[src/rtl/uriscv_pkg.sv]
// Shared types for the uriscv AXI4-Lite data bridge: FSM state encoding and AXI response codes.
package uriscv_pkg;

    typedef enum logic [2:0] {
        ST_IDLE,
        ST_WRITE,
        ST_WAIT_B,
        ST_READ,
        ST_WAIT_R,
        ST_RESP
    } bridge_state_t;

    localparam logic [1:0] AXI_RESP_OKAY   = 2'b00;
    localparam logic [1:0] AXI_RESP_SLVERR = 2'b10;

endpackage

[src/rtl/uriscv_axil_bridge.sv]
// Single-outstanding AXI4-Lite master for the core/TCM external data port.
// Optional watchdog on the AXI wait: define URISCV_AXIL_TIMEOUT_EN.
module uriscv_axil_bridge
    import uriscv_pkg::*;
#(
    parameter int TIMEOUT_CYCLES = 256
) (
    input  logic        clk,
    input  logic        rst_n,
    input  logic        mem_rd_i,
    input  logic [3:0]  mem_wr_i,
    input  logic [31:0] mem_addr_i,
    input  logic [31:0] mem_data_wr_i,
    input  logic [10:0] mem_req_tag_i,
    output logic        mem_accept_o,
    output logic        mem_ack_o,
    output logic [10:0] mem_resp_tag_o,
    output logic [31:0] mem_data_rd_o,
    input  logic        mem_resp_accept_i,
    output logic        bus_err_o,
    output logic        awvalid_o,
    input  logic        awready_i,
    output logic [31:0] awaddr_o,
    output logic        wvalid_o,
    input  logic        wready_i,
    output logic [31:0] wdata_o,
    output logic [3:0]  wstrb_o,
    input  logic        bvalid_i,
    output logic        bready_o,
    input  logic [1:0]  bresp_i,
    output logic        arvalid_o,
    input  logic        arready_i,
    output logic [31:0] araddr_o,
    input  logic        rvalid_i,
    output logic        rready_o,
    input  logic [31:0] rdata_i,
    input  logic [1:0]  rresp_i
);

    bridge_state_t state_q, state_d;
    logic          aw_done_q, aw_done_d;
    logic          w_done_q, w_done_d;
    logic [31:0]   addr_q, wdata_q;
    logic [31:0]   rdata_q, rdata_d;
    logic [3:0]    strb_q;
    logic [10:0]   tag_q;
    logic          err_q, err_d;
    logic          timeout;
    logic          busy;

    assign busy = (state_q != ST_IDLE) && (state_q != ST_RESP);

`ifdef URISCV_AXIL_TIMEOUT_EN
    localparam int CNT_W = $clog2(TIMEOUT_CYCLES + 1);
    logic [CNT_W-1:0] cnt_q;

    // Held at zero while idle, so every WRITE/READ entry starts a fresh count.
    always_ff @(posedge clk or negedge rst_n) begin
        if (!rst_n)
            cnt_q <= '0;
        else if (busy)
            cnt_q <= cnt_q + 1'b1;
        else
            cnt_q <= '0;
    end

    assign timeout = busy && (cnt_q == CNT_W'(TIMEOUT_CYCLES - 1));
`else
    localparam int unused_timeout_cycles = TIMEOUT_CYCLES;
    assign timeout = 1'b0;
`endif

    assign mem_accept_o   = (state_q == ST_IDLE);
    assign mem_ack_o      = (state_q == ST_RESP);
    assign mem_resp_tag_o = tag_q;
    assign mem_data_rd_o  = rdata_q;
    assign bus_err_o      = (state_q == ST_RESP) && err_q;

    assign awvalid_o = (state_q == ST_WRITE) && !aw_done_q;
    assign wvalid_o  = (state_q == ST_WRITE) && !w_done_q;
    assign bready_o  = (state_q == ST_WAIT_B);
    assign arvalid_o = (state_q == ST_READ);
    assign rready_o  = (state_q == ST_WAIT_R);
    assign awaddr_o  = addr_q;
    assign araddr_o  = addr_q;
    assign wdata_o   = wdata_q;
    assign wstrb_o   = strb_q;

    always_comb begin
        state_d   = state_q;
        aw_done_d = aw_done_q;
        w_done_d  = w_done_q;
        rdata_d   = rdata_q;
        err_d     = err_q;
        case (state_q)
            ST_IDLE: begin
                aw_done_d = 1'b0;
                w_done_d  = 1'b0;
                if (mem_wr_i != 4'b0000)
                    state_d = ST_WRITE;
                else if (mem_rd_i)
                    state_d = ST_READ;
            end
            ST_WRITE: begin
                if (awvalid_o && awready_i)
                    aw_done_d = 1'b1;
                if (wvalid_o && wready_i)
                    w_done_d = 1'b1;
                if (aw_done_d && w_done_d)
                    state_d = ST_WAIT_B;
            end
            ST_WAIT_B: begin
                if (bvalid_i) begin
                    state_d = ST_RESP;
                    rdata_d = 32'h0;
                    err_d   = (bresp_i != AXI_RESP_OKAY);
                end
            end
            ST_READ: begin
                if (arready_i)
                    state_d = ST_WAIT_R;
            end
            ST_WAIT_R: begin
                if (rvalid_i) begin
                    state_d = ST_RESP;
                    rdata_d = rdata_i;
                    err_d   = (rresp_i != AXI_RESP_OKAY);
                end
            end
            ST_RESP: begin
                if (mem_resp_accept_i)
                    state_d = ST_IDLE;
            end
            default: state_d = ST_IDLE;
        endcase
        // A timed-out access abandons the AXI side and reports an error.
        if (timeout) begin
            state_d = ST_RESP;
            rdata_d = 32'h0;
            err_d   = 1'b1;
        end
    end

    always_ff @(posedge clk or negedge rst_n) begin
        if (!rst_n) begin
            state_q   <= ST_IDLE;
            aw_done_q <= 1'b0;
            w_done_q  <= 1'b0;
            rdata_q   <= 32'h0;
            err_q     <= 1'b0;
        end else begin
            state_q   <= state_d;
            aw_done_q <= aw_done_d;
            w_done_q  <= w_done_d;
            rdata_q   <= rdata_d;
            err_q     <= err_d;
        end
    end

    // Request fields are captured only when a request is taken in IDLE.
    always_ff @(posedge clk or negedge rst_n) begin
        if (!rst_n) begin
            addr_q  <= 32'h0;
            wdata_q <= 32'h0;
            strb_q  <= 4'h0;
            tag_q   <= 11'h0;
        end else if ((state_q == ST_IDLE) && (mem_rd_i || (mem_wr_i != 4'b0000))) begin
            addr_q  <= mem_addr_i;
            wdata_q <= mem_data_wr_i;
            strb_q  <= mem_wr_i;
            tag_q   <= mem_req_tag_i;
        end
    end

endmodule

[config.mk]
export PLATFORM = sky130hd
export DESIGN_NAME = uriscv_axil_bridge
export DESIGN_NICKNAME = d
export VERILOG_FILES = /design/src/rtl/uriscv_pkg.sv /design/src/rtl/uriscv_axil_bridge.sv
export SDC_FILE = /design/constraint.sdc
export NUM_CORES = 1
export LEC_CHECK = 0
export BUFFER_PORTS_ARGS = -buffer_cell sky130_fd_sc_hd__buf_4
export CAP_MARGIN = 25
export CORE_AREA = 2 2 108 110
export DETAILED_ROUTE_END_ITERATION = 8
export DIE_AREA = 0 0 110 112
export GPL_ROUTABILITY_DRIVEN = 0
export PLACE_DENSITY = 0.88
export SLEW_MARGIN = 15
export SYNTH_ARGS = -nofsm -noshare
export SYNTH_HDL_FRONTEND = slang
export SYNTH_SLANG_ARGS = --single-unit
[constraint.sdc]
create_clock -name clk -period 2.4 [get_ports clk]
set_input_delay 0.36 -clock clk [delete_from_list [all_inputs] [get_ports clk]]
set_output_delay 0.36 -clock clk [all_outputs]
set_load 0.02 [all_outputs]
Word level (Yosys, flattened, before mapping)

Index checks and enable logic that the tools add are counted.

Equality and inequality tests: 11
Multiplexer cells: 20
Reductions and logical operators: 18

Operators with widths:

| cell                                           | number |
|---|---|
| 2-to-1 mux 32 bit                              | 2 |
| case mux 32 bit (2 select lines)               | 1 |
| 2-to-1 mux 3 bit                               | 7 |
| case mux 3 bit (6 select lines)                | 1 |
| nonzero test 2 bit                             | 4 |
| logical AND 1 bit                              | 7 |
| == test 3 x 2 -> 1 bit (second input constant) | 2 |
| == test 3 bit (second input constant)          | 2 |
| 2-to-1 mux 1 bit                               | 6 |
| != test 2 x 1 -> 1 bit (second input constant) | 3 |
| case mux 1 bit (2 select lines)                | 3 |
| AND reduction 6 bit                            | 1 |
| != test 2 bit (second input constant)          | 2 |
| nonzero test 4 bit                             | 1 |
| == test 3 x 1 -> 1 bit (second input constant) | 1 |
| logical NOT 3 bit                              | 1 |
| != test 3 x 2 -> 1 bit (second input constant) | 1 |
| AND reduction 3 bit                            | 1 |
| logical NOT 1 bit                              | 2 |
| logical OR 1 bit                               | 1 |

Word-level logic and storage cells: 58
Bits of input ports: 124
Bits in registers: 117

Longest topological paths before layout

Gate-level depths: netlist (run 1).

Word-level depth: 8
Gate-level depth with buffers: 6
Gate-level depth less buffers: 4

Worst setup path before layout (run 1)

No wires, ideal clock.

Path type: register -> register
Start: register state_q[0]
End: register rdata_q[0] (netlist: mem_data_rd_o[0])
Setup time: 0.121 ns
Cell stages (with the launch flop): 5
Setup slack: 0.496 ns
Arrival: 1.783 ns
Cell sequence: dfrtp_1 -> nor3b_1 -> o22ai_2 -> buf_6 -> a22o_1

Cells in the longest elaborated chain, start to end: 3
Elaborated cells on any way between the ends: 7

RTL lines:

| item                                                                        | RTL line                  | text |
|---|---|---|
| start, declared                                                             | uriscv_axil_bridge.sv:40  | `bridge_state_t state_q, state_d;` |
| start signal, assigned                                                      | uriscv_axil_bridge.sv:152 | `state_q <= state_d;` |
| == test 3 x 2 -> 1 bit (*)                                                  | --                        |  |
| net bready_o                                                                | uriscv_axil_bridge.sv:29  | `output logic bready_o,` |
| != test 2 bit (no source line) / nonzero test 2 bit (equally long branches) | --                        |  |
| AND reduction 3 bit (no source line)                                        | --                        |  |
| end signal, assigned                                                        | uriscv_axil_bridge.sv:155 | `rdata_q <= rdata_d;` |
| end, declared                                                               | uriscv_axil_bridge.sv:44  | `logic [31:0] rdata_q, rdata_d;` |

The timed path passes the listed nets; every way through them passes the cells marked *.
A chain may end at the register's enable or synchronous reset.

Worst setup path in the final report (run 1)

Start: register state_q[0]
End: output bus_err_o

Cells in the longest elaborated chain, start to end: 2

RTL lines:

| item              | RTL line                 | text |
|---|---|---|
| == test 3 bit     | uriscv_axil_bridge.sv:77 | `assign bus_err_o = (state_q == ST_RESP) && err_q;` |
| logical AND 1 bit | uriscv_axil_bridge.sv:77 |  |
| end, declared     | uriscv_axil_bridge.sv:20 | `output logic bus_err_o,` |

No other way between the ends.

==> reports/qor.json, run 1 <==
{
  "layout.nets": {"value": 699},
  "p_total": {"value": 11.6, "unit": "mW"},
  "netlist_area": {"value": 4820, "unit": "um2"},
  "yosys.area_share.simple": {"value": 3.30, "unit": "%"},
  "post_route_cells_drive_above_1_share": {"value": 67.2, "unit": "%"},
  "ctsResizeCount": {"value": 0},
  "grt_antenna_before_repair": {"value": 1},
  "internal_power": {"value": 7.24, "unit": "mW"},
  "mostFrequentLayoutCell": {"value": "sky130_fd_sc_hd__buf_4"},
  "capturing_point_of_the_worst_reg2reg_path": {"value": "mem_data_rd_o[23]$_DFFE_PN0P_"},
  "wl_per_cell": {"value": 17.2, "unit": "um"},
  "tightest_slew": {"value": 0.606, "unit": "ns"},
  "timing.slew.headroom": {"value": 59.6, "unit": "%"},
  "status": {"value": "completed"},
  "synthMuxAreaShare": {"value": 19.5, "unit": "%"},
  "max_cap_viol_count": {"value": 0},
  "drt_pass1_iterations": {"value": 4},
  "mostFrequentLayoutCells": {"value": "276 x sky130_fd_sc_hd__buf_4, 117 x sky130_fd_sc_hd__dfrtp_1, 70 x sky130_fd_sc_hd__mux2_2"},
  "grt-ovfl-total": {"value": 0},
  "setup_viol": {"value": 0},
  "drc_errors": {"value": 0},
  "floorplan.rows": {"value": 39},
  "timing_max_transition_violations_final": {"value": 0},
  "count_of_unique_library_cells_instantiated_by_yosys": {"value": 31},
  "die-width": {"value": 110, "unit": "um"},
  "grt_first_pass_wirelength": {"value": 19100, "unit": "um"},
  "grt_setup_unrepaired": {"value": "no"},
  "finalHoldViolations": {"value": 0},
  "critical_path_arrival": {"value": 1.72, "unit": "ns"},
  "leakagePower": {"value": 3.69, "unit": "nW"},
  "grt_pass1_vias": {"value": 3700},
  "top_level_i_o_count": {"value": 275},
  "initial_core_util": {"value": 43.1, "unit": "%"},
  "worstSkewPairLatency": {"value": 0.40, "unit": "ns"},
  "placeable_core_region": {"value": 11200, "unit": "um2"},
  "synth_cells": {"value": 326},
  "critical_path_fanouts_max": {"value": 16},
  "critical_path.startpoint_type": {"value": "flop"},
  "postSynthRegisterBits": {"value": 117},
  "number_of_buffers_inserted_by_hold_repair_at_cts": {"value": 0},
  "power.share.clock": {"value": 21.6, "unit": "%"},
  "ff2ff_setup_slack": {"value": 0.45, "unit": "ns"},
  "power_switching": {"value": 4.35, "unit": "mW"},
  "synth_top_family_by_area": {"value": "multiplexers"},
  "reg2regPathDepth": {"value": 4},
  "adder_and_majority_gate_portion_of_the_synthesized_area": {"value": 0, "unit": "%"},
  "largest_vdd_supply_drop": {"value": 0.000894, "unit": "V"},
  "pwr_density_cell": {"value": 1570, "unit": "nW/um2"},
  "post_route_ant_nets": {"value": 0},
  "grt_use_total": {"value": 20.5, "unit": "%"},
  "synth-compound-area-share": {"value": 8.28, "unit": "%"},
  "synth_xor_xnor_area_share": {"value": 0, "unit": "%"},
  "final.period_utilization": {"value": 86.5, "unit": "%"},
  "grt_max_degree": {"value": 118},
  "fp.dieH": {"value": 112, "unit": "um"},
  "cts_inserted_buffers": {"value": 17},
  "timing.critical_path.required": {"value": 2.04, "unit": "ns"},
  "critPathKind": {"value": "reg -> out"},
  "fin_util": {"value": 65.9, "unit": "%"},
  "fin_worst_skew": {"value": 0.00967, "unit": "ns"},
  "vias": {"value": 3541},
  "ys_warn_count": {"value": 0},
  "design.die.area": {"value": 12300, "unit": "um2"},
  "totalNegativeSetupSlack": {"value": 0, "unit": "ns"},
  "clk_transition_reported_paths": {"value": 0.06, "unit": "ns"},
  "hp-class": {"value": "in -> async"},
  "crit_reg_reg_startpoint": {"value": "state_q[2]$_DFFE_PN0P_"},
  "post_drt_via_cell_ratio": {"value": 4.84},
  "syn2layout_area_growth": {"value": 52.8, "unit": "%"},
  "port-buffer-count": {"value": 274},
  "syn-mean-instance-area": {"value": 14.8, "unit": "um2"},
  "combinationalPowerShare": {"value": 48.3, "unit": "%"},
  "max_freq": {"value": 0.482, "unit": "GHz"},
  "post-dp-hpwl": {"value": 9370, "unit": "um"},
  "wirelength": {"value": 12600, "unit": "um"},
  "cts_num_sinks": {"value": 117},
  "maximum_number_of_buffers_from_clock_root_to_sink": {"value": 2},
  "synth_sequential_area_ratio": {"value": 60.7, "unit": "%"},
  "clk_root_buffer_cell": {"value": "sky130_fd_sc_hd__clkbuf_16"},
  "end_kind": {"value": "primary output"},
  "mappedNetlistNets": {"value": 450},
  "cts_post_setup_buffers_inserted": {"value": 0},
  "tritoncts": {"value": "built"},
  "cts_max_level": {"value": 4},
  "layout_min_cycle_time": {"value": 2.08, "unit": "ns"},
  "switching_share": {"value": 37.5, "unit": "%"},
  "power_frac_seq": {"value": 30.2, "unit": "%"},
  "drt_iter0_drc": {"value": 149}
}
==> synthesized netlist by cell type (all sizes together) <==
cell type,number,share of area [%]
nand2,4,0.36
and3b,1,0.18
nor4,1,0.26
nor3,4,0.65
nor2b,1,0.13
mux2,80,19
buf,48,7.9
a21oi,9,0.93
and3,1,0.13
nor3b,3,0.57
o22ai,3,0.52
clkbuf,2,0.16
o21a,2,0.31
a22oi,1,0.16
a21boi,1,0.16
nor2,8,0.62
nand2b,2,0.26
inv,2,0.16
o21ai,2,0.21
and2,1,0.13
dfrtp,117,61
a22o,32,5.8
a221oi,1,0.18
==> metrics by stage <==
step | hold slack, ns | setup WS (ns) | instances | area [um2]
after floorplan | 0.0644 | 0.496 | 326 | 4820
after global placement | 0.486 | 0.432 | 699 | 6770
after detailed placement | 0.493 | 0.358 | 699 | 6770
after CTS | 0.0763 | 0.350 | 731 | 7360
after global routing | 0.106 | 0.221 | 731 | 7360
final | 0.0622 | 0.323 | 732 | 7360
==> logic make-up (layout without fill, tap and decap cells) <==
group | count (synthesis) | after routing
other | 0 | 1
muxes | 80 | 80
and+or+nand+nor | 26 | 26
AOI/OAI and AO/OA | 51 | 51
DFF | 117 | 117
buffers and inverters | 52 | 314
==> flip-flops by register name (all words and copies together), names as in the netlist <==
name and count:
err_q 1, state_q 3, aw_done_q 1, wstrb_o 4, w_done_q 1, mem_resp_tag_o 11
mem_data_rd_o 32, wdata_o 32, araddr_o 32
==> worst max-delay path by stage <==
stage	start	endpoint	slack [ns]	depth (start not counted)
after floorplan	state_q[0]$_DFFE_PN0P_	mem_data_rd_o[0]$_DFFE_PN0P_	0.50	4
final	state_q[0]$_DFFE_PN0P_	bus_err_o	0.32	3
after CTS	state_q[0]$_DFFE_PN0P_	bus_err_o	0.35	3
after global placement	mem_wr_i[1]	wdata_o[13]$_DFFE_PN0P_	0.43	6
after detailed placement	mem_wr_i[1]	araddr_o[3]$_DFFE_PN0P_	0.36	6
after global routing	state_q[2]$_DFFE_PN0P_	rready_o	0.22	2
==> per-layer routing <==
| metal | up-vias | global-route usage, % | wire length (um) |
|---|---|---|---|
| met2 | 173 | 36.1 | 6570 |
| met3 | 20 | 6.91 | 1130 |
| met4 | 0 | 7.34 | 229 |
| met1 | 1714 | 22.8 | 4650 |
| met5 | - | 0 | 0 |
| li1 | 1634 | - | - |
==> power groups by stage <==
stage | Clock, mW | Combinational [mW] | Sequential (mW)
floorplan | 0 | 2.74 | 4.38
global placement | 0 | 5.49 | 3.46
CTS | 2.54 | 5.65 | 3.50
detailed placement | 0 | 5.64 | 3.51
global route | 2.65 | 5.93 | 3.63
finish | 2.50 | 5.59 | 3.50
==> layout make-up <==
class	instances	area, um2
antenna	1	2.50
clock buffer	19	433
clock inverter	13	159
fill	820	3810
inverter	2	7.51
multi-input combinational	157	1500
sequential	117	2930
tap	143	179
timing repair buffer	280	2150
==> critical path, stage by stage, from the launching register on <==
cell,delay [ns]
sky130_fd_sc_hd__dfrtp_1,0.68
sky130_fd_sc_hd__nor2b_1,0.31
sky130_fd_sc_hd__and3_1,0.19
sky130_fd_sc_hd__buf_4,0.14
Note: power is estimated with default switching activity, not from simulation.
==> run 2: changes to the inputs <==
--- a/config.mk
+++ b/config.mk
@@ -7,11 +7,11 @@
 export LEC_CHECK = 0
 export BUFFER_PORTS_ARGS = -buffer_cell sky130_fd_sc_hd__buf_4
 export CAP_MARGIN = 25
-export CORE_AREA = 2 2 108 110
+export CORE_MARGIN = 2
+export CORE_UTILIZATION = 40
 export DETAILED_ROUTE_END_ITERATION = 8
-export DIE_AREA = 0 0 110 112
 export GPL_ROUTABILITY_DRIVEN = 0
-export PLACE_DENSITY = 0.88
+export PLACE_DENSITY = 0.86
 export SLEW_MARGIN = 15
 export SYNTH_ARGS = -nofsm -noshare
 export SYNTH_HDL_FRONTEND = slang
==> constraint.sdc (replaced) <==
create_clock -name clk -period 1.8 [get_ports clk]
set_input_delay 0.27 -clock clk [delete_from_list [all_inputs] [get_ports clk]]
set_output_delay 0.27 -clock clk [all_outputs]
set_load 0.02 [all_outputs]
==> reports/qor.json, run 2 (synthesis gave the netlist of run 1 again) <==
{
  "final.period_utilization": {"value": 99.3, "unit": "%"},
  "port-buffer-count": {"value": 274, "change": "unchanged"},
  "p_total": {"value": 16.4, "unit": "mW", "change": "+41%"},
  "die-width": {"value": 114, "unit": "um", "change": "+3.4%"},
  "wl_per_cell": {"value": 16.7, "unit": "um", "change": "-2.6%"},
  "fin_hold_ws": {"value": 0.0785, "unit": "ns", "change": "+0.0163 ns"},
  "timing.critical_path.required": {"value": 1.53, "unit": "ns", "change": "-0.51 ns"},
  "worstSkewPairLatency": {"value": 0.40, "unit": "ns", "change": "about the same"},
  "pre_cts_ws": {"value": 0.00227, "unit": "ns", "change": "-0.356 ns"},
  "layout.nets": {"value": 719, "change": "+2.9%"},
  "post-dp-hpwl": {"value": 9260, "unit": "um", "change": "-1.1%"},
  "initial_core_util": {"value": 40.6, "unit": "%", "change": "-2.5 points"},
  "cts_inserted_buffers": {"value": 17, "change": "unchanged"},
  "wirelength": {"value": 12600, "unit": "um", "change": "+0.47%"},
  "timing.slew.headroom": {"value": 76.1, "unit": "%", "change": "+17 points"},
  "pwr_density_cell": {"value": 2130, "unit": "nW/um2", "change": "+35%"},
  "mostFrequentLayoutCell": {"value": "sky130_fd_sc_hd__buf_4"},
  "fin_worst_skew": {"value": 0.00575, "unit": "ns", "change": "-0.00392 ns"},
  "end_kind": {"value": "primary output"},
  "max_freq": {"value": 0.560, "unit": "GHz"},
  "crit_path_cell_trace": {"value": "buf_6 -> nor2b_4 -> and3_4 -> buf_6"},
  "grt_pass1_vias": {"value": 3839, "change": "+3.8%"},
  "largest_vdd_supply_drop": {"value": 0.000980, "unit": "V", "change": "+9.7%"},
  "mostFrequentLayoutCells": {"value": "291 x sky130_fd_sc_hd__buf_4, 114 x sky130_fd_sc_hd__dfrtp_1, 70 x sky130_fd_sc_hd__mux2_2"},
  "fp.dieH": {"value": 114, "unit": "um", "change": "+1.6%"},
  "post-place-cells": {"value": 714, "change": "+2.1%"},
  "hold-path-endpoint": {"value": "mem_data_rd_o[25]$_DFFE_PN0P_"},
  "leakagePower": {"value": 3.85, "unit": "nW", "change": "+4.2%"},
  "placedInstanceArea": {"value": 6890, "unit": "um2", "change": "+1.7%"},
  "vias": {"value": 3668, "change": "+3.6%"},
  "timing_max_transition_violations_final": {"value": 0, "change": "unchanged"},
  "drt_iter0_drc": {"value": 187, "change": "+26%"},
  "crit_reg_reg_startpoint": {"value": "state_q[1]$_DFFE_PN0P_"},
  "fin_util": {"value": 64.7, "unit": "%", "change": "-1.1 points"},
  "syn2layout_area_growth": {"value": 59.3, "unit": "%"},
  "postLayoutSetupSlackWorst": {"value": 0.0131, "unit": "ns", "change": "-0.310 ns"},
  "ff2ff_setup_slack": {"value": 0.09, "unit": "ns", "change": "-0.36 ns"},
  "category_of_cells_accounting_for_the_largest_share_of_critical_path_delay": {"value": "flip-flops"},
  "clk_transition_reported_paths": {"value": 0.05, "unit": "ns", "change": "about the same"},
  "max_cap_viol_count": {"value": 0, "change": "unchanged"},
  "clk_root_buffer_cell": {"value": "sky130_fd_sc_hd__clkbuf_16"},
  "cts_max_level": {"value": 4, "change": "unchanged"},
  "finalHoldViolations": {"value": 0, "change": "unchanged"},
  "tightest_slew": {"value": 0.354, "unit": "ns", "change": "-0.251 ns"},
  "setup_viol": {"value": 0, "change": "unchanged"},
  "worst-path-buf-inv": {"value": 2, "change": "+1"},
  "maximum_number_of_buffers_from_clock_root_to_sink": {"value": 2, "change": "unchanged"},
  "grt_first_pass_wirelength": {"value": 18800, "unit": "um", "change": "-1.5%"},
  "drt_pass1_iterations": {"value": 4, "change": "unchanged"},
  "cts_num_sinks": {"value": 117, "change": "unchanged"},
  "grt_max_degree": {"value": 55, "change": "-53%"},
  "post_route_cells_drive_above_1_share": {"value": 69.2, "unit": "%", "change": "+2.1 points"},
  "status": {"value": "completed"},
  "reg2regPathDepth": {"value": 6, "change": "+2"},
  "critical-path-top-cell-by-count": {"value": "sky130_fd_sc_hd__buf_6"},
  "capturing_point_of_the_worst_reg2reg_path": {"value": "mem_data_rd_o[12]$_DFFE_PN0P_"},
  "post_route_ant_nets": {"value": 0, "change": "unchanged"},
  "final_area": {"value": 7680, "unit": "um2", "change": "+4.3%"},
  "critical_path_fanouts_max": {"value": 8, "change": "-8"},
  "hp-class": {"value": "in -> reg"},
  "fin_cells": {"value": 755, "change": "+3.1%"},
  "cell_with_the_largest_stage_delay_on_the_worst_path": {"value": "sky130_fd_sc_hd__dfrtp_2"},
  "num_antenna_cells": {"value": 0, "change": "-1"},
  "post_drt_via_cell_ratio": {"value": 4.86, "change": "+0.43%"},
  "min_delay_path_depth": {"value": 2},
  "grt-ovfl-total": {"value": 0, "change": "unchanged"},
  "grt_use_total": {"value": 19.1, "unit": "%", "change": "-1.5 points"},
  "critical_path.startpoint_type": {"value": "flop"},
  "worstHoldStart": {"value": "rdata_i[25]"},
  "critical_path_arrival": {"value": 1.52, "unit": "ns", "change": "-0.20 ns"},
  "top_level_i_o_count": {"value": 275, "change": "unchanged"},
  "tritoncts": {"value": "built"},
  "grt_antenna_before_repair": {"value": 0, "change": "-1"},
  "totalNegativeSetupSlack": {"value": 0, "unit": "ns", "change": "unchanged"},
  "critPathKind": {"value": "reg -> out"},
  "floorplan.rows": {"value": 40, "change": "+2.6%"},
  "slowest_delay": {"value": 0.49, "unit": "ns", "change": "-0.19 ns"},
  "placeable_core_region": {"value": 11900, "unit": "um2", "change": "+6.1%"},
  "drc_errors": {"value": 0, "change": "unchanged"},
  "design.die.area": {"value": 12900, "unit": "um2", "change": "+5.1%"},
  "grt_setup_unrepaired": {"value": "yes"},
  "layout_min_cycle_time": {"value": 1.79, "unit": "ns"}
}
[run 2: cell types whose count changed in the layout (fill, tap and decap cells not counted), moves of 3 or more]
cell                        before  now
sky130_fd_sc_hd__buf_4         276  291
sky130_fd_sc_hd__dfrtp_2         0    3
sky130_fd_sc_hd__clkbuf_1        2    5
sky130_fd_sc_hd__dfrtp_1       117  114
sky130_fd_sc_hd__clkinv_4        3    0
sky130_fd_sc_hd__bufinv_16       3    6
sky130_fd_sc_hd__clkinv_2        4    0
[run 2: worst register-to-register path, cell delays in order, from the launching register on]
cell	delay (ns)
sky130_fd_sc_hd__dfrtp_2	0.48
sky130_fd_sc_hd__buf_4	0.18
sky130_fd_sc_hd__nor3b_1	0.24
sky130_fd_sc_hd__a21oi_2	0.09
sky130_fd_sc_hd__o21a_1	0.22
sky130_fd_sc_hd__buf_12	0.17
sky130_fd_sc_hd__a22o_1	0.22
[run 2: power breakdown]
group	internal (mW)	switching, mW	total, mW
clock network	2.67	1.12	3.79
registers	3.83	0.840	4.67
logic	3.98	3.93	7.91
[run 2: worst max-delay path by stage]
stage / from / to / slack [ns] / cells after the start
after global placement: mem_wr_i[1] / araddr_o[14]$_DFFE_PN0P_ / 0.08 / 6
after detailed placement: mem_wr_i[1] / wdata_o[19]$_DFFE_PN0P_ / 0.002 / 6
after global routing: state_q[0]$_DFFE_PN0P_ / bus_err_o / -0.04 / 4
final: state_q[0]$_DFFE_PN0P_ / bus_err_o / 0.01 / 4
after CTS: state_q[2]$_DFFE_PN0P_ / wvalid_o / -0.02 / 4
after floorplan: state_q[0]$_DFFE_PN0P_ / mem_data_rd_o[0]$_DFFE_PN0P_ / 0.1 / 4
[run 2: cell type report]
cell class / instances / area, um2
sequential: 117 / 2930
tap: 147 / 184
clock buffer: 24 / 472
timing repair buffer: 300 / 2340
inverter: 2 / 7.51
clock inverter: 8 / 195
multi-input combinational: 157 / 1550
fill: 845 / 4180
[run 2: per-layer routing]
| layer | share of wire, % | global-route usage [%] | vias up |
|---|---|---|---|
| li1 | - | - | 1668 |
| met1 | 37 | 20.7 | 1796 |
| met2 | 53 | 34.1 | 180 |
| met3 | 7.4 | 5.53 | 24 |
| met4 | 2.4 | 9.11 | 0 |
| met5 | 0 | 0 | - |
[run 2: what timing repair did]
item / 4_1_cts / 5_1_grt
pin swaps: 0 / 1
setup buffers: 3 / 6
endpoints found under the setup margin: 8 / 38
cloned: 0 / 0
hold buffers: 1 / 0
resized for setup: 6 / 8
endpoints found under the hold margin: 33 / 0
==> run 3: changes to the inputs <==
--- a/config.mk
+++ b/config.mk
@@ -5,13 +5,14 @@
 export SDC_FILE = /design/constraint.sdc
 export NUM_CORES = 1
 export LEC_CHECK = 0
+export ABC_AREA = 1
 export BUFFER_PORTS_ARGS = -buffer_cell sky130_fd_sc_hd__buf_4
 export CAP_MARGIN = 25
 export CORE_MARGIN = 2
-export CORE_UTILIZATION = 40
+export CORE_UTILIZATION = 41
 export DETAILED_ROUTE_END_ITERATION = 8
 export GPL_ROUTABILITY_DRIVEN = 0
-export PLACE_DENSITY = 0.86
+export PLACE_DENSITY = 0.85
 export SLEW_MARGIN = 15
 export SYNTH_ARGS = -nofsm -noshare
 export SYNTH_HDL_FRONTEND = slang
==> constraint.sdc (replaced) <==
create_clock -name clk -period 1.6 [get_ports clk]
set_input_delay 0.24 -clock clk [delete_from_list [all_inputs] [get_ports clk]]
set_output_delay 0.24 -clock clk [all_outputs]
set_load 0.02 [all_outputs]
==> reports/qor.json, run 3 <==
{
  "timing.slew.headroom": {"value": 58.1, "unit": "%", "change": "-18 points"},
  "clk_root_buffer_cell": {"value": "sky130_fd_sc_hd__clkbuf_16"},
  "adder_and_majority_gate_portion_of_the_synthesized_area": {"value": 0, "unit": "%", "change": "unchanged"},
  "synth_sequential_area_ratio": {"value": 55.2, "unit": "%", "change": "-5.5 points"},
  "multiInputGateArea": {"value": 1680, "unit": "um2", "change": "+8.1%"},
  "end_kind": {"value": "primary output"},
  "pre_cts_ws": {"value": -0.0833, "unit": "ns", "change": "-0.0855 ns"},
  "async_reset_ff_share": {"value": 100, "unit": "%", "change": "unchanged"},
  "ys_warn_count": {"value": 0, "change": "unchanged"},
  "wl_per_cell": {"value": 15.7, "unit": "um", "change": "-6.5%"},
  "synth_enable_flop_cells": {"value": 0, "change": "unchanged"},
  "grt_max_degree": {"value": 46, "change": "-16%"},
  "regArea": {"value": 2930, "unit": "um2", "change": "unchanged"},
  "category_of_cells_accounting_for_the_largest_share_of_critical_path_delay": {"value": "buffers and inverters"},
  "library_cell_with_the_highest_instance_count_after_synthesis": {"value": "sky130_fd_sc_hd__nand2_1"},
  "netlist_area": {"value": 5300, "unit": "um2", "change": "+10%"},
  "placeable_core_region": {"value": 12600, "unit": "um2", "change": "+6.4%"},
  "grt_use_total": {"value": 21.6, "unit": "%", "change": "+2.6 points"},
  "critical_path_arrival": {"value": 1.47, "unit": "ns", "change": "-0.05 ns"},
  "count_of_unique_library_cells_instantiated_by_yosys": {"value": 25, "change": "-19%"},
  "setup_viol": {"value": 28, "change": "+28"},
  "hp-class": {"value": "in -> reg"},
  "grt-ovfl-total": {"value": 0, "change": "unchanged"},
  "mostFrequentLayoutCell": {"value": "sky130_fd_sc_hd__buf_4"},
  "tightest_slew": {"value": 0.626, "unit": "ns", "change": "+0.271 ns"},
  "drt_pass1_iterations": {"value": 6, "change": "+2"},
  "maximum_number_of_buffers_from_clock_root_to_sink": {"value": 2, "change": "unchanged"},
  "yosys.area_share.simple": {"value": 15.3, "unit": "%", "change": "+12 points"},
  "die-width": {"value": 118, "unit": "um", "change": "+3.4%"},
  "port-buffer-count": {"value": 274, "change": "unchanged"},
  "power_switching": {"value": 8.35, "unit": "mW", "change": "+42%"},
  "synth_top_cells_by_count": {"value": "132 x sky130_fd_sc_hd__nand2_1, 117 x sky130_fd_sc_hd__dfrtp_1, 95 x sky130_fd_sc_hd__inv_1"},
  "leakagePower": {"value": 4.70, "unit": "nW", "change": "+22%"},
  "synthMuxAreaShare": {"value": 0, "unit": "%", "change": "-19 points"},
  "fp.dieH": {"value": 118, "unit": "um", "change": "+3.4%"},
  "totalNegativeSetupSlack": {"value": -0.722, "unit": "ns", "change": "-0.722 ns"},
  "post_drt_via_cell_ratio": {"value": 4.75, "change": "-2.1%"},
  "timing_max_transition_violations_final": {"value": 0, "change": "unchanged"},
  "grt_antenna_before_repair": {"value": 0, "change": "unchanged"},
  "yosysTopAreaCellShare": {"value": 55.2, "unit": "%", "change": "-5.5 points"},
  "max_cap_viol_count": {"value": 0, "change": "unchanged"},
  "finalHoldViolations": {"value": 0, "change": "unchanged"},
  "layout_min_cycle_time": {"value": 1.71, "unit": "ns"},
  "grt_setup_unrepaired": {"value": "yes"},
  "syn2layout_area_growth": {"value": 60.8, "unit": "%"},
  "postSynthRegisterBits": {"value": 117, "change": "unchanged"},
  "post_route_cells_drive_above_1_share": {"value": 49.4, "unit": "%", "change": "-20 points"},
  "status": {"value": "complete, but fails checks"},
  "wirelength": {"value": 16400, "unit": "um", "change": "+30%"},
  "cts_inserted_buffers": {"value": 17, "change": "unchanged"},
  "initial_core_util": {"value": 42.0, "unit": "%", "change": "+1.4 points"},
  "design.die.area": {"value": 13900, "unit": "um2", "change": "+7.0%"},
  "drt_iter0_drc": {"value": 260, "change": "+39%"},
  "vias": {"value": 4983, "change": "+36%"},
  "mappedNetlistNets": {"value": 711, "change": "+58%"},
  "tritoncts": {"value": "built"},
  "synth-compound-area-share": {"value": 13.3, "unit": "%", "change": "+5.1 points"},
  "synth_cells": {"value": 587, "change": "+80%"},
  "clk_transition_reported_paths": {"value": 0.06, "unit": "ns", "change": "about the same"},
  "cts_max_level": {"value": 4, "change": "unchanged"},
  "final.period_utilization": {"value": 107, "unit": "%"},
  "critical_path_fanouts_max": {"value": 7, "change": "-1"},
  "synth_area_leaders": {"value": "sky130_fd_sc_hd__dfrtp_1 55%, sky130_fd_sc_hd__nand2_1 9.3%, sky130_fd_sc_hd__inv_1 6.7%, sky130_fd_sc_hd__o21ai_0 6.0%, sky130_fd_sc_hd__buf_4 4.8%"},
  "switching_share": {"value": 41.7, "unit": "%", "change": "+5.7 points"},
  "critical_path.startpoint_type": {"value": "flop"},
  "cell_with_the_largest_stage_delay_on_the_worst_path": {"value": "sky130_fd_sc_hd__dfrtp_2"},
  "postLayoutSetupSlackWorst": {"value": -0.109, "unit": "ns", "change": "-0.122 ns"},
  "synth_xor_xnor_area_share": {"value": 0, "unit": "%", "change": "unchanged"},
  "internal_power": {"value": 11.7, "unit": "mW", "change": "+12%"},
  "power_frac_seq": {"value": 26.6, "unit": "%", "change": "-1.9 points"},
  "critPathKind": {"value": "reg -> out"},
  "pwr_density_cell": {"value": 2350, "unit": "nW/um2", "change": "+10%"},
  "grt_pass1_vias": {"value": 4892, "change": "+27%"},
  "fillerInstances": {"value": 954, "change": "+13%"},
  "fin_worst_skew": {"value": 0.0108, "unit": "ns", "change": "+0.00509 ns"},
  "mostFrequentLayoutCells": {"value": "289 x sky130_fd_sc_hd__buf_4, 114 x sky130_fd_sc_hd__dfrtp_1, 111 x sky130_fd_sc_hd__nand2_1"},
  "floorplan.rows": {"value": 41, "change": "+2.5%"},
  "slowest_delay": {"value": 0.43, "unit": "ns", "change": "-0.06 ns"},
  "largest_vdd_supply_drop": {"value": 0.00111, "unit": "V", "change": "+14%"},
  "layout.nets": {"value": 987, "change": "+37%"},
  "num_antenna_cells": {"value": 0, "change": "unchanged"},
  "drc_errors": {"value": 0, "change": "unchanged"},
  "grt_first_pass_wirelength": {"value": 24000, "unit": "um", "change": "+27%"},
  "power.share.clock": {"value": 20.0, "unit": "%", "change": "-3.1 points"},
  "post_route_ant_nets": {"value": 0, "change": "unchanged"},
  "cts_num_sinks": {"value": 117, "change": "unchanged"},
  "syn-mean-instance-area": {"value": 9.03, "unit": "um2", "change": "-39%"},
  "worst-path-buf-inv": {"value": 4, "change": "+2"},
  "top_level_i_o_count": {"value": 275, "change": "unchanged"},
  "max_freq": {"value": 0.585, "unit": "GHz"},
  "worstSkewPairLatency": {"value": 0.41, "unit": "ns", "change": "about the same"},
  "post-dp-hpwl": {"value": 10600, "unit": "um", "change": "+14%"},
  "yosysTopAreaCell": {"value": "sky130_fd_sc_hd__dfrtp_1"},
  "ys_dominant_reg_cell": {"value": "sky130_fd_sc_hd__dfrtp_1"},
  "violations": {"value": "setup timing"},
  "crit_path_cell_trace": {"value": "buf_4 -> nor2_4 -> nand2_4 -> inv_4 -> buf_12 -> buf_8"},
  "synth_top_family_by_area": {"value": "buffers and inverters"},
  "combinationalPowerShare": {"value": 53.3, "unit": "%", "change": "+5.0 points"},
  "timing.critical_path.required": {"value": 1.36, "unit": "ns", "change": "-0.17 ns"}
}
==> run 3: cell types whose count changed after synthesis, sizes merged, moves of 5 or more <==
cell,change
a22o,-32
inv,+94
clkbuf,+7
mux2,-80
buf,+5
nand2,+130
o21ai,+114
nand3,+39
a21oi,-7
nor2,+6
==> run 3: metal layers <==
metal | share of wire (%) | wire [um] | GRT usage, % | vias to the layer above
met4 | 2.8 | 454 | 10.1 | 0
met5 | 0 | 0 | 0 | -
met1 | 37 | 6030 | 24.4 | 2359
met3 | 8.0 | 1320 | 8.14 | 33
li1 | - | - | - | 2356
met2 | 52 | 8600 | 36.3 | 235
==> run 3: layout make-up <==
type,instances,share of cell area (%)
Clock inverter,12,2.07
Clock buffer,20,5.24
Multi-Input combinational cell,312,19.7
Timing Repair Buffer,318,31.6
Inverter,97,4.45
Tap cell,172,2.53
Sequential cell,117,34.4
==> run 3: power by group through the flow <==
stage / clock network [mW] / registers, mW / logic [mW]
final: 4.02 / 5.33 / 10.7
after global placement: 0 / 5.22 / 8.95
after global routing: 4.21 / 5.50 / 11.4
after detailed placement: 0 / 5.25 / 9.20
after CTS: 4.08 / 5.25 / 9.48
after floorplan: 0 / 6.67 / 4.49
==> run 3: tightest hold or removal path: stages <==
cell,delay [ns]
sky130_fd_sc_hd__buf_4,0.08
sky130_fd_sc_hd__nand3_1,0.06
sky130_fd_sc_hd__nand2_1,0.06
==> run 3: path summary, 6_finish.rpt <==
path,from,end,slack [ns],cells after the start
worst min-delay path,rdata_i[25],mem_data_rd_o[25]$_DFFE_PN0P_,0.05,3
min in group asynchronous,rst_n,mem_data_rd_o[27]$_DFFE_PN0P_,0.24,2
max in group asynchronous,rst_n,state_q[1]$_DFFE_PN0P_,0.82,3
worst max register to register,state_q[0]$_DFFE_PN0P_,mem_data_rd_o[21]$_DFFE_PN0P_,-0.04,9
worst max-delay path,state_q[0]$_DFFE_PN0P_,rready_o,-0.11,6
worst min register to register,wdata_o[20]$_DFFE_PN0P_,wdata_o[20]$_DFFE_PN0P_,0.48,2
==> run 3: cell families after synthesis <==
kind of cell | Yosys count
DFF | 117
buffers and inverters | 159
AOI/OAI and AO/OA | 118
and+or+nand+nor | 193
==> run 3: timing repair <==
action,in CTS,in global routing
pin swaps,0,8
endpoints found under the setup margin,8,118
hold buffers,1,0
resized for setup,15,81
gates cloned,1,8
hold endpoints to repair,54,0
buffers inserted,6,13
==> run 3: per-stage QoR <==
stage          power (mW)  std cells  hold slack (ns)  cell area (um2)  utilization [%]
4_1_cts              18.8       1027           0.0339             8060             63.9
6_report             20.0       1048           0.0542             8520             67.5
2_1_floorplan        11.2        587          -0.0556             5300                -
3_3_place_gp         14.2        987            0.126             7320             58.0
3_5_place_dp         14.5        987            0.127             7320             58.0
5_1_grt              21.2       1048           0.0503             8520             67.5
